==> src/rtl/seq_alu_pkg.sv <==
// seq_alu_pkg: shared types for the multi-cycle sequential ALU.
//   alu_op_e    : 4-bit opcode carried on OP.
//   alu_state_e : IDLE -> BUSY -> DONE handshake sequencer states.
//   iter_mode_e : what the iterative unit does on each BUSY cycle.
package seq_alu_pkg;

  typedef enum logic [3:0] {
    ADD   = 4'd0,
    SUB   = 4'd1,
    CEQ   = 4'd2,
    CLT   = 4'd3,
    PASSA = 4'd4,
    PASSB = 4'd5,
    SHL   = 4'd6,
    SHR   = 4'd7,
    MUL   = 4'd8,
    BR0   = 4'd9,
    BR1   = 4'd10
  } alu_op_e;

  typedef enum logic [1:0] {
    IDLE = 2'd0,
    BUSY = 2'd1,
    DONE = 2'd2
  } alu_state_e;

  // IT_NONE covers every single-step op and a zero-distance shift.
  typedef enum logic [1:0] {
    IT_NONE = 2'd0,
    IT_SHL  = 2'd1,
    IT_SHR  = 2'd2,
    IT_MUL  = 2'd3
  } iter_mode_e;

endpackage

==> src/rtl/seq_alu_iter.sv <==
// alu_iter_unit: one shift step or one shift-add multiply step per BUSY cycle.
// Optional feature macro: SEQ_ALU_MUL_EN (builds the multiplicand/high-half path).
// Ports:
//   i_clk, i_rst_n : clock, async active-low reset
//   i_load         : latch mode, initial accumulator, count (and multiplicand)
//   i_busy         : FSM is in BUSY; advances the count and, per mode, the data
//   i_mode         : iteration mode for this op
//   i_init         : initial accumulator (A for shifts, B for multiply)
//   i_mcand        : multiplicand (A), multiply build only
//   i_cnt          : remaining BUSY cycles after the first
//   i_fill         : bit shifted into the vacated position (architectural FLAG)
//   o_cnt_zero     : count has reached zero, this BUSY cycle is the last
//   o_acc_nxt      : accumulator value after this cycle's step
//   o_hi_nxt       : product high half after this cycle's step, multiply build only
//   o_sout         : bit shifted out by this cycle's step
module alu_iter_unit
  import seq_alu_pkg::*;
#(
  parameter int W  = 8,
  parameter int SW = $clog2(W) + 1
) (
  input  logic          i_clk,
  input  logic          i_rst_n,
  input  logic          i_load,
  input  logic          i_busy,
  input  iter_mode_e    i_mode,
  input  logic [W-1:0]  i_init,
`ifdef SEQ_ALU_MUL_EN
  input  logic [W-1:0]  i_mcand,
  output logic [W-1:0]  o_hi_nxt,
`endif
  input  logic [SW-1:0] i_cnt,
  input  logic          i_fill,
  output logic          o_cnt_zero,
  output logic [W-1:0]  o_acc_nxt,
  output logic          o_sout
);

  iter_mode_e    r_mode;
  logic [W-1:0]  r_acc;
  logic [SW-1:0] r_cnt;
  logic [W-1:0]  w_acc_nxt;
  logic          w_sout;
`ifdef SEQ_ALU_MUL_EN
  logic [W-1:0]  r_hi;
  logic [W-1:0]  r_mcand;
  logic [W-1:0]  w_hi_nxt;
  logic [W:0]    w_sum;
`endif

  always_comb begin
    w_acc_nxt = r_acc;
    w_sout    = 1'b0;
`ifdef SEQ_ALU_MUL_EN
    w_hi_nxt  = r_hi;
    w_sum     = '0;
`endif
    if (i_busy) begin
      case (r_mode)
        IT_SHL: begin
          w_acc_nxt = {r_acc[W-2:0], i_fill};
          w_sout    = r_acc[W-1];
        end
        IT_SHR: begin
          w_acc_nxt = {i_fill, r_acc[W-1:1]};
          w_sout    = r_acc[0];
        end
`ifdef SEQ_ALU_MUL_EN
        // Multiplier bits drain out of acc LSB-first while product bits
        // fill in from the top; after W steps {hi,acc} is the full product.
        IT_MUL: begin
          w_sum = {1'b0, r_hi} + (r_acc[0] ? {1'b0, r_mcand} : '0);
          {w_hi_nxt, w_acc_nxt} = {w_sum, r_acc[W-1:1]};
        end
`endif
        default: ;
      endcase
    end
  end

  always_ff @(posedge i_clk or negedge i_rst_n) begin
    if (!i_rst_n) begin
      r_mode  <= IT_NONE;
      r_acc   <= '0;
      r_cnt   <= '0;
`ifdef SEQ_ALU_MUL_EN
      r_hi    <= '0;
      r_mcand <= '0;
`endif
    end else if (i_load) begin
      r_mode  <= i_mode;
      r_acc   <= i_init;
      r_cnt   <= i_cnt;
`ifdef SEQ_ALU_MUL_EN
      r_hi    <= '0;
      r_mcand <= i_mcand;
`endif
    end else if (i_busy) begin
      r_acc <= w_acc_nxt;
`ifdef SEQ_ALU_MUL_EN
      r_hi  <= w_hi_nxt;
`endif
      if (r_cnt != '0) r_cnt <= r_cnt - SW'(1);
    end
  end

  assign o_cnt_zero = (r_cnt == '0);
  assign o_acc_nxt  = w_acc_nxt;
  assign o_sout     = w_sout;
`ifdef SEQ_ALU_MUL_EN
  assign o_hi_nxt   = w_hi_nxt;
`endif

endmodule

==> src/rtl/seq_alu.sv <==
// seq_alu: multi-cycle ALU with internal FLAG/OVERFLOW registers, behind
// valid/ready handshakes. Optional feature macro: SEQ_ALU_MUL_EN (iterative
// unsigned multiply; when undefined MUL is an undefined opcode, OUT_HI=0).
// Ports:
//   CLK, RESET_N        : clock, async active-low reset
//   IN_VALID / IN_READY : request handshake (ready only in IDLE)
//   OP, INPUTA, INPUTB  : opcode and operands, sampled on accept
//   OUT_VALID/OUT_READY : result handshake (valid only in DONE)
//   OUT, OUT_HI         : result, product high half
//   FLAG, OVERFLOW      : architectural flag and carry/borrow/shift-out
//   BRANCH_EN           : branch decision, valid with OUT_VALID
module seq_alu
  import seq_alu_pkg::*;
#(
  parameter int W  = 8,
  parameter int SW = $clog2(W) + 1
) (
  input  logic         CLK,
  input  logic         RESET_N,
  input  logic         IN_VALID,
  output logic         IN_READY,
  input  logic [3:0]   OP,
  input  logic [W-1:0] INPUTA,
  input  logic [W-1:0] INPUTB,
  output logic         OUT_VALID,
  input  logic         OUT_READY,
  output logic [W-1:0] OUT,
  output logic [W-1:0] OUT_HI,
  output logic         FLAG,
  output logic         OVERFLOW,
  output logic         BRANCH_EN
);

  alu_state_e    r_state;
  alu_op_e       r_op;
  logic [W-1:0]  r_a, r_b, r_out;
  logic          r_flag, r_ovf, r_br, r_nz;

  logic          w_accept;
  alu_op_e       w_op;
  logic [SW-1:0] w_n, w_cnt;
  iter_mode_e    w_mode;
  logic [W-1:0]  w_init;
  logic          w_cnt_zero, w_sout;
  logic [W-1:0]  w_acc_nxt, w_res;
  logic          w_f, w_c, w_br;
`ifdef SEQ_ALU_MUL_EN
  logic [W-1:0]  r_out_hi, w_hi_nxt, w_hi;
`endif

  assign w_accept = IN_VALID && (r_state == IDLE);
  assign w_op     = alu_op_e'(OP);

  // Accept-time decode: shift distance clamps to W, count is cycles-1.
  always_comb begin
    w_n    = (INPUTB[SW-1:0] > SW'(W)) ? SW'(W) : INPUTB[SW-1:0];
    w_cnt  = '0;
    w_mode = IT_NONE;
    w_init = INPUTA;
    case (w_op)
      SHL: if (w_n != '0) begin w_cnt = w_n - SW'(1); w_mode = IT_SHL; end
      SHR: if (w_n != '0) begin w_cnt = w_n - SW'(1); w_mode = IT_SHR; end
`ifdef SEQ_ALU_MUL_EN
      MUL: begin w_cnt = SW'(W - 1); w_mode = IT_MUL; w_init = INPUTB; end
`endif
      default: ;
    endcase
  end

  alu_iter_unit #(.W(W), .SW(SW)) u_iter (
    .i_clk      (CLK),
    .i_rst_n    (RESET_N),
    .i_load     (w_accept),
    .i_busy     (r_state == BUSY),
    .i_mode     (w_mode),
    .i_init     (w_init),
`ifdef SEQ_ALU_MUL_EN
    .i_mcand    (INPUTA),
    .o_hi_nxt   (w_hi_nxt),
`endif
    .i_cnt      (w_cnt),
    .i_fill     (r_flag),
    .o_cnt_zero (w_cnt_zero),
    .o_acc_nxt  (w_acc_nxt),
    .o_sout     (w_sout)
  );

  // Completion values, committed on the BUSY->DONE edge.
  always_comb begin
    w_res = '0;
    w_f   = r_flag;
    w_c   = r_ovf;
    w_br  = 1'b0;
`ifdef SEQ_ALU_MUL_EN
    w_hi  = '0;
`endif
    case (r_op)
      ADD:   {w_c, w_res} = {1'b0, r_a} + {1'b0, r_b} + {{W{1'b0}}, r_ovf};
      // W+1-bit difference goes negative exactly when A < B+C: top bit is borrow.
      SUB:   {w_c, w_res} = {1'b0, r_a} - {1'b0, r_b} - {{W{1'b0}}, r_ovf};
      CEQ:   begin w_f = (r_a == r_b); w_c = 1'b0; end
      CLT:   begin w_f = (r_a < r_b);  w_c = 1'b0; end
      PASSA: begin w_res = r_a; w_c = 1'b0; end
      PASSB: begin w_res = r_b; w_c = 1'b0; end
      SHL, SHR: begin
        w_res = w_acc_nxt;
        if (r_nz) w_c = w_sout;
      end
`ifdef SEQ_ALU_MUL_EN
      MUL:   begin w_res = w_acc_nxt; w_hi = w_hi_nxt; w_c = |w_hi_nxt; end
`endif
      BR0:   w_br = ~r_flag;
      BR1:   w_br = r_flag;
      default: ;
    endcase
  end

  always_ff @(posedge CLK or negedge RESET_N) begin
    if (!RESET_N) begin
      r_state  <= IDLE;
      r_op     <= ADD;
      r_a      <= '0;
      r_b      <= '0;
      r_nz     <= 1'b0;
      r_out    <= '0;
      r_flag   <= 1'b0;
      r_ovf    <= 1'b0;
      r_br     <= 1'b0;
`ifdef SEQ_ALU_MUL_EN
      r_out_hi <= '0;
`endif
    end else begin
      case (r_state)
        IDLE: if (w_accept) begin
          r_op    <= w_op;
          r_a     <= INPUTA;
          r_b     <= INPUTB;
          r_nz    <= (w_n != '0);
          r_state <= BUSY;
        end
        BUSY: if (w_cnt_zero) begin
          r_out    <= w_res;
          r_flag   <= w_f;
          r_ovf    <= w_c;
          r_br     <= w_br;
`ifdef SEQ_ALU_MUL_EN
          r_out_hi <= w_hi;
`endif
          r_state  <= DONE;
        end
        DONE: if (OUT_READY) r_state <= IDLE;
        default: r_state <= IDLE;
      endcase
    end
  end

  assign IN_READY  = (r_state == IDLE);
  assign OUT_VALID = (r_state == DONE);
  assign OUT       = r_out;
  assign FLAG      = r_flag;
  assign OVERFLOW  = r_ovf;
  assign BRANCH_EN = r_br;
`ifdef SEQ_ALU_MUL_EN
  assign OUT_HI    = r_out_hi;
`else
  assign OUT_HI    = '0;
`endif

endmodule
==> config.mk <==
export PLATFORM = sky130hd
export DESIGN_NAME = seq_alu
export DESIGN_NICKNAME = d
export VERILOG_FILES = /design/src/rtl/seq_alu_pkg.sv /design/src/rtl/seq_alu_iter.sv /design/src/rtl/seq_alu.sv
export SDC_FILE = /design/constraint.sdc
export NUM_CORES = 1
export LEC_CHECK = 0
export ABC_AREA = 1
export CAP_MARGIN = 20
export CORE_AREA = 2 2 92 116
export CTS_BUF_LIST = sky130_fd_sc_hd__clkbuf_8
export CTS_CLUSTER_DIAMETER = 50
export DETAILED_ROUTE_END_ITERATION = 12
export DIE_AREA = 0 0 94 118
export GPL_ROUTABILITY_DRIVEN = 0
export PLACE_DENSITY = 0.62
export SYNTH_ARGS = -nofsm -noshare
export SYNTH_HDL_FRONTEND = slang
export SYNTH_HIERARCHICAL = 1
export SYNTH_SLANG_ARGS = --single-unit
==> constraint.sdc <==
create_clock -name CLK -period 3.6 [get_ports CLK]
set_input_delay 0.72 -clock CLK [delete_from_list [all_inputs] [get_ports CLK]]
set_output_delay 0.72 -clock CLK [all_outputs]
set_load 0.005 [all_outputs]
==> Flow_metrics.wiki, run 1 <==
{| class="wikitable"
! Metric !! Value
|-
| Cell Area, Placed || 4370 sq um
|-
| Simple-Gate Fraction of Synth Area || ~33%
|-
| Routed vias || roughly 3500
|-
| Slowest cell on the critical path || sky130_fd_sc_hd__clkdlybuf4s50_1
|-
| Post-CTS sizing || 0
|-
| Average wire length per cell after detail routing || 12.8 um
|-
| First-pass GRT wire length || 16100 um
|-
| Post-Route Skew || 0.0160 ns
|-
| Post-route design area || 4480 sq um
|-
| CTS Root Cell || sky130_fd_sc_hd__clkbuf_8
|-
| Kind of critical path || in2reg
|-
| Depth of the CTS H-tree || 2
|-
| Floorplan die height || 118 um
|-
| Max Buffers Root-to-Sink || 2
|-
| Pin count of the biggest net entering global routing || 49
|-
| Remaining global-route overflow || 0
|-
| Delay contributed by the slowest stage of the critical path || 0.44 ns
|-
| Clock insertion delay at the later pin of the skew report || around 0.32 ns
|-
| Net count, final || 660
|-
| Count of placed standard cells in the final layout, fillers left out || about 730
|-
| Syn Inst Count || 564
|-
| Max Fanout on Critical Path || 6
|-
| Cells on worst reg2reg path || 13
|-
| Largest delay share family, worst path || simple AND/OR/NAND/NOR gates
|-
| Post-synthesis async set-or-reset flop share || 100%
|-
| Type of the worst min-delay path || in2async
|-
| Reported max-cap violation count || 0
|-
| Xor and xnor fraction of the mapped netlist area || 0.446%
|-
| Total instance count after detailed placement || 719
|-
| Standard cell core area || around 10000 sq um
|-
| Per-instance average area after synthesis || 6.97 sq um
|-
| Count of buffer and inverter cells on the critical path || 2
|-
| Max-slew headroom at the worst pin || roughly two thirds
|-
| Max-slew violation total from the final report || 0
|-
| Status || completed
|-
| Required time of the critical path || 3.86 ns
|-
| Synth-to-layout area growth || 14.0%
|-
| Vias in the first global route || 3436
|-
| Final ANT Viol Nets || 0
|-
| Synthesis-stage register bit count || 48
|-
| Clock tree from TritonCTS || built
|-
| Proportion of synthesized area in mux cells || 0%
|-
| Top achievable clock speed || 0.414 GHz
|-
| Share of synthesized area occupied by flip-flops and latches || approximately 31%
|-
| Count of unique library cells instantiated by Yosys || 37
|-
| Count leader, synth || sky130_fd_sc_hd__nand2_1
|-
| Most used flip-flop cell after synthesis || sky130_fd_sc_hd__dfrtp_1
|-
| R2R Setup Slk || 1.24 ns
|-
| Port-buffer cells || 36
|-
| TNS Setup || 0 ns
|-
| Length of the first detailed-routing pass in iterations || 4
|-
| Chip Width || 94 um
|-
| Number of setup violations in the final report || 0
|-
| Combinational family with the most area after synthesis || simple AND/OR/NAND/NOR gates
|-
| Area share of the leading cell type in the synthesized netlist || 30.6%
|-
| Cell types occupying the most area after synthesis || sky130_fd_sc_hd__dfrtp_1 (31%), sky130_fd_sc_hd__nand2_1 (17%), sky130_fd_sc_hd__ha_1 (11%), sky130_fd_sc_hd__inv_1 (7.8%), sky130_fd_sc_hd__o21ai_0 (5.7%)
|-
| Area of the die || roughly 11000 sq um
|-
| Estimated wirelength of the detail-placed design || approximately 7500 um
|-
| Final worst-path cycle share || 67.2%
|-
| Commonest cells in the synthesized netlist || sky130_fd_sc_hd__nand2_1 (176), sky130_fd_sc_hd__inv_1 (82), sky130_fd_sc_hd__dfrtp_1 (48)
|-
| Critical path data arrival time || 2.68 ns
|-
| Most area-hungry cell type in the Yosys netlist || sky130_fd_sc_hd__dfrtp_1
|-
| Worst R2R End || OUT[6]
|-
| Slew of the pin with the lowest slew margin || 0.520 ns
|-
| Number of enable flip-flop cells after synthesis || 0
|-
| Share of post-route cells with drive strength above 1 || approximately 7.8%
|-
| Vias per std cell || about 4.8
|-
| Post-synthesis share of cell area spent on full adders, half adders and majority gates || 12.9%
|-
| Post-Syn Area || 3930 sq um
|-
| CTS sink count || 48
|-
| RSZ-0062 raised after global routing || false
|-
| Detailed router's first-iteration violation count || 148
|-
| Shortest period the worst path allows || 2.42 ns
|-
| Ordered cell list for the critical path || clkdlybuf4s50_1, nor2_1, nand2_1, a21oi_1, inv_1, ha_1, nand3_1, nand4_1, nor2_1, nand2_1, o21ai_0, nand2_1, nand2_1
|-
| Pwr Total || between 4 and 5 mW
|-
| Cell leakage power || 2.32 nW
|-
| Total routed wirelength || between 9000 and 10000 um
|-
| Cell area power density || 952 nW/um^2
|-
| Floorplan row count || 41
|-
| Worst reg2reg path startpoint || OVERFLOW
|-
| Number of hold-slack violations in the final timing report || 0
|-
| GRT Util Overall || 18.0%
|-
| Number of diodes added for antenna fixing || 0
|-
| DRC violations left || 0
|-
| Initial antenna violation count || 0
|-
| Setup Fix Bufs, Post-CTS || 0
|-
| Startpoint types || primary input
|-
| Worst-path clk slew || approximately 0.10 ns
|-
| Peak VDD IR || 0.000338 V
|-
| Final standard cell utilization of the core || 44.8%
|-
| CTS buffer count || 5
|-
| Critical Path Sink Type || register
|-
| Hold buffers post-CTS || 0
|-
| Compound-Gate Fraction of Synth Area || 10.7%
|-
| Count of warnings emitted by yosys || 6
|-
| IO Pins || 45
|-
| Starting Density || around two fifths
|-
| Cell with the most instances on the worst path || sky130_fd_sc_hd__nand2_1
|}
-- state kept, by name (all words and copies together), names as in the netlist, 2 cells and up --
register	count
OUT	8
r_a	8
r_b	8
u_iter/r_acc	8
r_op	4
r_state	2
u_iter/r_mode	2
u_iter/r_cnt	4
-- per-stage QoR --
step                hold slack [ns]  worst slack [ns]
floorplan                     0.424              1.56
global placement              0.474             0.947
detailed placement            0.475             0.877
CTS                           0.497              1.21
global route                  0.360             0.943
finish                        0.334              1.18
-- kinds of logic (layout without fill, tap and decap cells) --
logic type	count (synthesis)	in the layout
other	1	8
xor gates and xnor gates	2	2
buffers and inverters	110	138
and+or+nand+nor	289	289
DFF	48	48
adders and majority gates	38	38
AOI/OAI and AO/OA	76	76
-- power breakdown --
part	switching [mW]	internal [mW]
registers	0.249	0.792
logic	1.79	1.08
clock network	0.200	0.158
-- worst max path at each step --
| stage | startpoint | endpoint | depth (start not counted) |
|---|---|---|---|
| after CTS | OVERFLOW | OUT[6] | 13 |
| final | INPUTB[1] | u_iter/r_cnt[1] | 13 |
| after detailed placement | IN_VALID | u_iter/r_cnt[2] | 8 |
| after floorplan | OVERFLOW | OUT[6] | 13 |
| after global placement | IN_VALID | u_iter/r_cnt[2] | 8 |
| after global routing | INPUTB[1] | u_iter/r_cnt[1] | 13 |
-- per-layer routing --
layer  vias to the layer above  global-route usage, %  part of all wire, %
li1                       1824                      -                    -
met1                      1589                   23.4                   46
met2                        47                   30.7                   49
met3                        12                   2.37                  2.6
met4                         0                   5.71                  2.1
met5                         -                      0                    0
-- cell type report --
cell class	count	area, sq um
tap	129	161
multi-input combinational	413	2280
clock buffer	6	82.6
inverter	92	355
timing repair buffer	38	383
clock inverter	2	13.8
sequential	48	1200
fill	1062	5520
-- cells in the final DEF, fill, tap and decap left out, types with 2 or more instances in the layout --
cell	instances
sky130_fd_sc_hd__o21ai_1	2
sky130_fd_sc_hd__inv_1	82
sky130_fd_sc_hd__nand4_1	8
sky130_fd_sc_hd__dfrtp_1	48
sky130_fd_sc_hd__o21ai_0	45
sky130_fd_sc_hd__nor2_1	27
sky130_fd_sc_hd__nor2_8	2
sky130_fd_sc_hd__ha_1	34
sky130_fd_sc_hd__xor2_1	2
sky130_fd_sc_hd__clkdlybuf4s50_1	35
sky130_fd_sc_hd__conb_1	8
sky130_fd_sc_hd__nand2_1	176
sky130_fd_sc_hd__nand2_4	3
sky130_fd_sc_hd__nor2_2	2
sky130_fd_sc_hd__or2_2	2
sky130_fd_sc_hd__inv_2	8
sky130_fd_sc_hd__inv_6	2
sky130_fd_sc_hd__nand3_1	40
sky130_fd_sc_hd__nand2_2	10
sky130_fd_sc_hd__nor3_1	4
sky130_fd_sc_hd__clkbuf_8	6
sky130_fd_sc_hd__nor2_4	3
sky130_fd_sc_hd__fa_1	4
sky130_fd_sc_hd__a21boi_2	2
sky130_fd_sc_hd__nand3b_1	3
sky130_fd_sc_hd__o31ai_1	2
sky130_fd_sc_hd__a21oi_1	20
sky130_fd_sc_hd__and2_1	8
Note: power is estimated with default switching activity, not from simulation.
==> run 2: changes to the inputs <==
clock period = 2.3 ns   (was 3.6 ns; I/O delays follow)
==> Flow_metrics.wiki, run 2 (synthesized netlist as in run 1, its figures left out) <==
{| class="wikitable"
! Metric !! Value
|-
| Final standard cell utilization of the core || 46.3%
|-
| Net count, final || between 600 and 700
|-
| Detailed router's first-iteration violation count || 180
|-
| TNS Setup || 0 ns
|-
| Synth-to-layout area growth || 17.9%
|-
| CTS sink count || 48
|-
| Share of post-route cells with drive strength above 1 || between 10% and 20%
|-
| Length of the first detailed-routing pass in iterations || 5
|-
| Vias in the first global route || 3457
|-
| Standard cell core area || 10000 sq um
|-
| IO Pins || between 40 and 50
|-
| Vias per std cell || 4.80
|-
| Delay contributed by the slowest stage of the critical path || about 0.4 ns
|-
| Pwr Total || about 7.0 mW
|-
| Cell area power density || 1510 nW/um^2
|-
| Number of hold-slack violations in the final timing report || 0
|-
| Chip Width || 94 um
|-
| Top achievable clock speed || 0.454 GHz
|-
| Count of placed standard cells in the final layout, fillers left out || roughly 740
|-
| Max Fanout on Critical Path || 4
|-
| Depth of the CTS H-tree || 2
|-
| Post-Place Worst Slack || -0.105 ns
|-
| Top Layer Used || met4
|-
| Storage cell area || 1200 sq um
|-
| Initial antenna violation count || 0
|-
| Total routed wirelength || 9570 um
|-
| Hold slack final || 0.0432 ns
|-
| Routed vias || 3570
|-
| CTS Root Cell || sky130_fd_sc_hd__clkbuf_8
|-
| Final worst-path cycle share || about 96%
|-
| Max Buffers Root-to-Sink || 2
|-
| Peak VDD IR || around 0.00048 V
|-
| Cell leakage power || approximately 2.4 nW
|-
| Ordered cell list for the critical path || inv_1, fa_2, fa_1, inv_1, nand2_1, nand2_1, nand2_2, nand2_2, nand3b_1, nand3_1, nand3_1, nand2_1, nand2_1
|-
| Metal3 WL || 263 um
|-
| Floorplan row count || 41
|-
| Reported max-cap violation count || 0
|-
| Hold buffers post-CTS || 0
|-
| Minimum setup slack in the final design || just under 0.1 ns
|-
| Max-slew violation total from the final report || 0
|-
| Number of setup violations in the final report || 0
|-
| Kind of critical path || reg2reg
|-
| Post-Route Skew || 0.0125 ns
|-
| Type of the worst min-delay path || in2async
|-
| Post-route design area || 4630 sq um
|-
| Most used cells in the layout excluding fill and tap cells || sky130_fd_sc_hd__nand2_1 (174), sky130_fd_sc_hd__inv_1 (82), sky130_fd_sc_hd__dfrtp_1 (47)
|-
| Detailed-route wire length on metal 1 || 4370 um
|-
| Cell Area, Placed || roughly 4500 sq um
|-
| Filler cell count || 1030
|-
| Area of combinational cells with multiple inputs || between 2000 and 2500 sq um
|-
| Number of diodes added for antenna fixing || 0
|-
| Worst-path clk slew || 0.10 ns
|-
| Detail Route met2 WL || about 4800 um
|-
| Port-buffer cells || 36
|-
| Area of the die || 11100 sq um
|-
| Critical Path Sink Type || register
|-
| Clock insertion delay at the later pin of the skew report || 0.32 ns
|-
| CTS buffer count || 5
|-
| Final ANT Viol Nets || 0
|-
| Cell with the most instances on the worst path || sky130_fd_sc_hd__nand2_1
|-
| Floorplan die height || 118 um
|-
| Critical path data arrival time || between 2 and 2.5 ns
|-
| Starting Density || 39.3%
|-
| Commonest non-fill, non-tap cell in the layout || sky130_fd_sc_hd__nand2_1
|-
| First-pass GRT wire length || 16000 um
|-
| Pin count of the biggest net entering global routing || 39
|-
| GRT Util Overall || 18.0%
|-
| Total instance count after detailed placement || 734
|-
| Average wire length per cell after detail routing || 12.9 um
|-
| Remaining global-route overflow || 0
|-
| Estimated wirelength of the detail-placed design || 7770 um
|-
| Required time of the critical path || between 2 and 3 ns
|-
| Slowest cell on the critical path || sky130_fd_sc_hd__fa_2
|-
| Clock tree from TritonCTS || built
|-
| DRC violations left || 0
|-
| Shortest period the worst path allows || approximately 2.2 ns
|-
| Status || completed
|-
| Startpoint types || register
|}
## run 2: cell count changes in the layout (fill, tap and decap cells not counted), sizes merged
cell	change
inv	-1
clkinvlp	+1
bufinv	+1
buf	+16
clkbuf	-1
## run 2: final timing paths
check                          end  startpoint  cells after the start  slack [ns]
setup / recovery            OUT[6]    OVERFLOW                     13         0.1
hold / removal             r_op[0]     RESET_N                      1        0.04
setup reg to reg            OUT[6]    OVERFLOW                     13         0.1
hold reg to reg             OUT[6]      OUT[6]                      2        0.49
max in group asynchronous   r_a[0]     RESET_N                      2        1.66
min in group CLK            OUT[6]      OUT[6]                      2        0.49
## run 2: cell type report
cell class	count	share of cell area, %
multi-input cells	413	49.9
flip-flops and latches	48	26.0
repair buffers	54	10.6
inverters	92	7.67
well taps	129	3.48
clock buffers	5	1.49
clock inverters	3	0.918
## run 2: power by group
group / switching, mW / leakage (nW) / total, mW / internal, mW
logic: 2.88 / 1.75 / 4.76 / 1.88
clock network: 0.310 / 0.0541 / 0.632 / 0.322
registers: 0.385 / 0.601 / 1.63 / 1.24
## run 2: critical path: cells and delay by family, from the launching register on
family | cells | cell delay [ns]
and+or+nand+nor | 9 | 0.77
DFF | 1 | 0.40
adders and majority gates | 2 | 0.77
buffers and inverters | 2 | 0.17
## run 2: repair_timing
item | CTS | global route
buffers inserted | 1 | 1
gates resized for setup | 1 | 8
endpoints found under the hold margin | 0 | 0
cloned | 0 | 0
setup endpoints to repair | 1 | 4
pin swaps | 0 | 3
## run 2: metal layers
metal  up-vias  track usage (%)
met5         -                0
met1      1647             23.2
met4         0             5.71
met2        63             30.8
met3         7             2.50
li1       1853                -
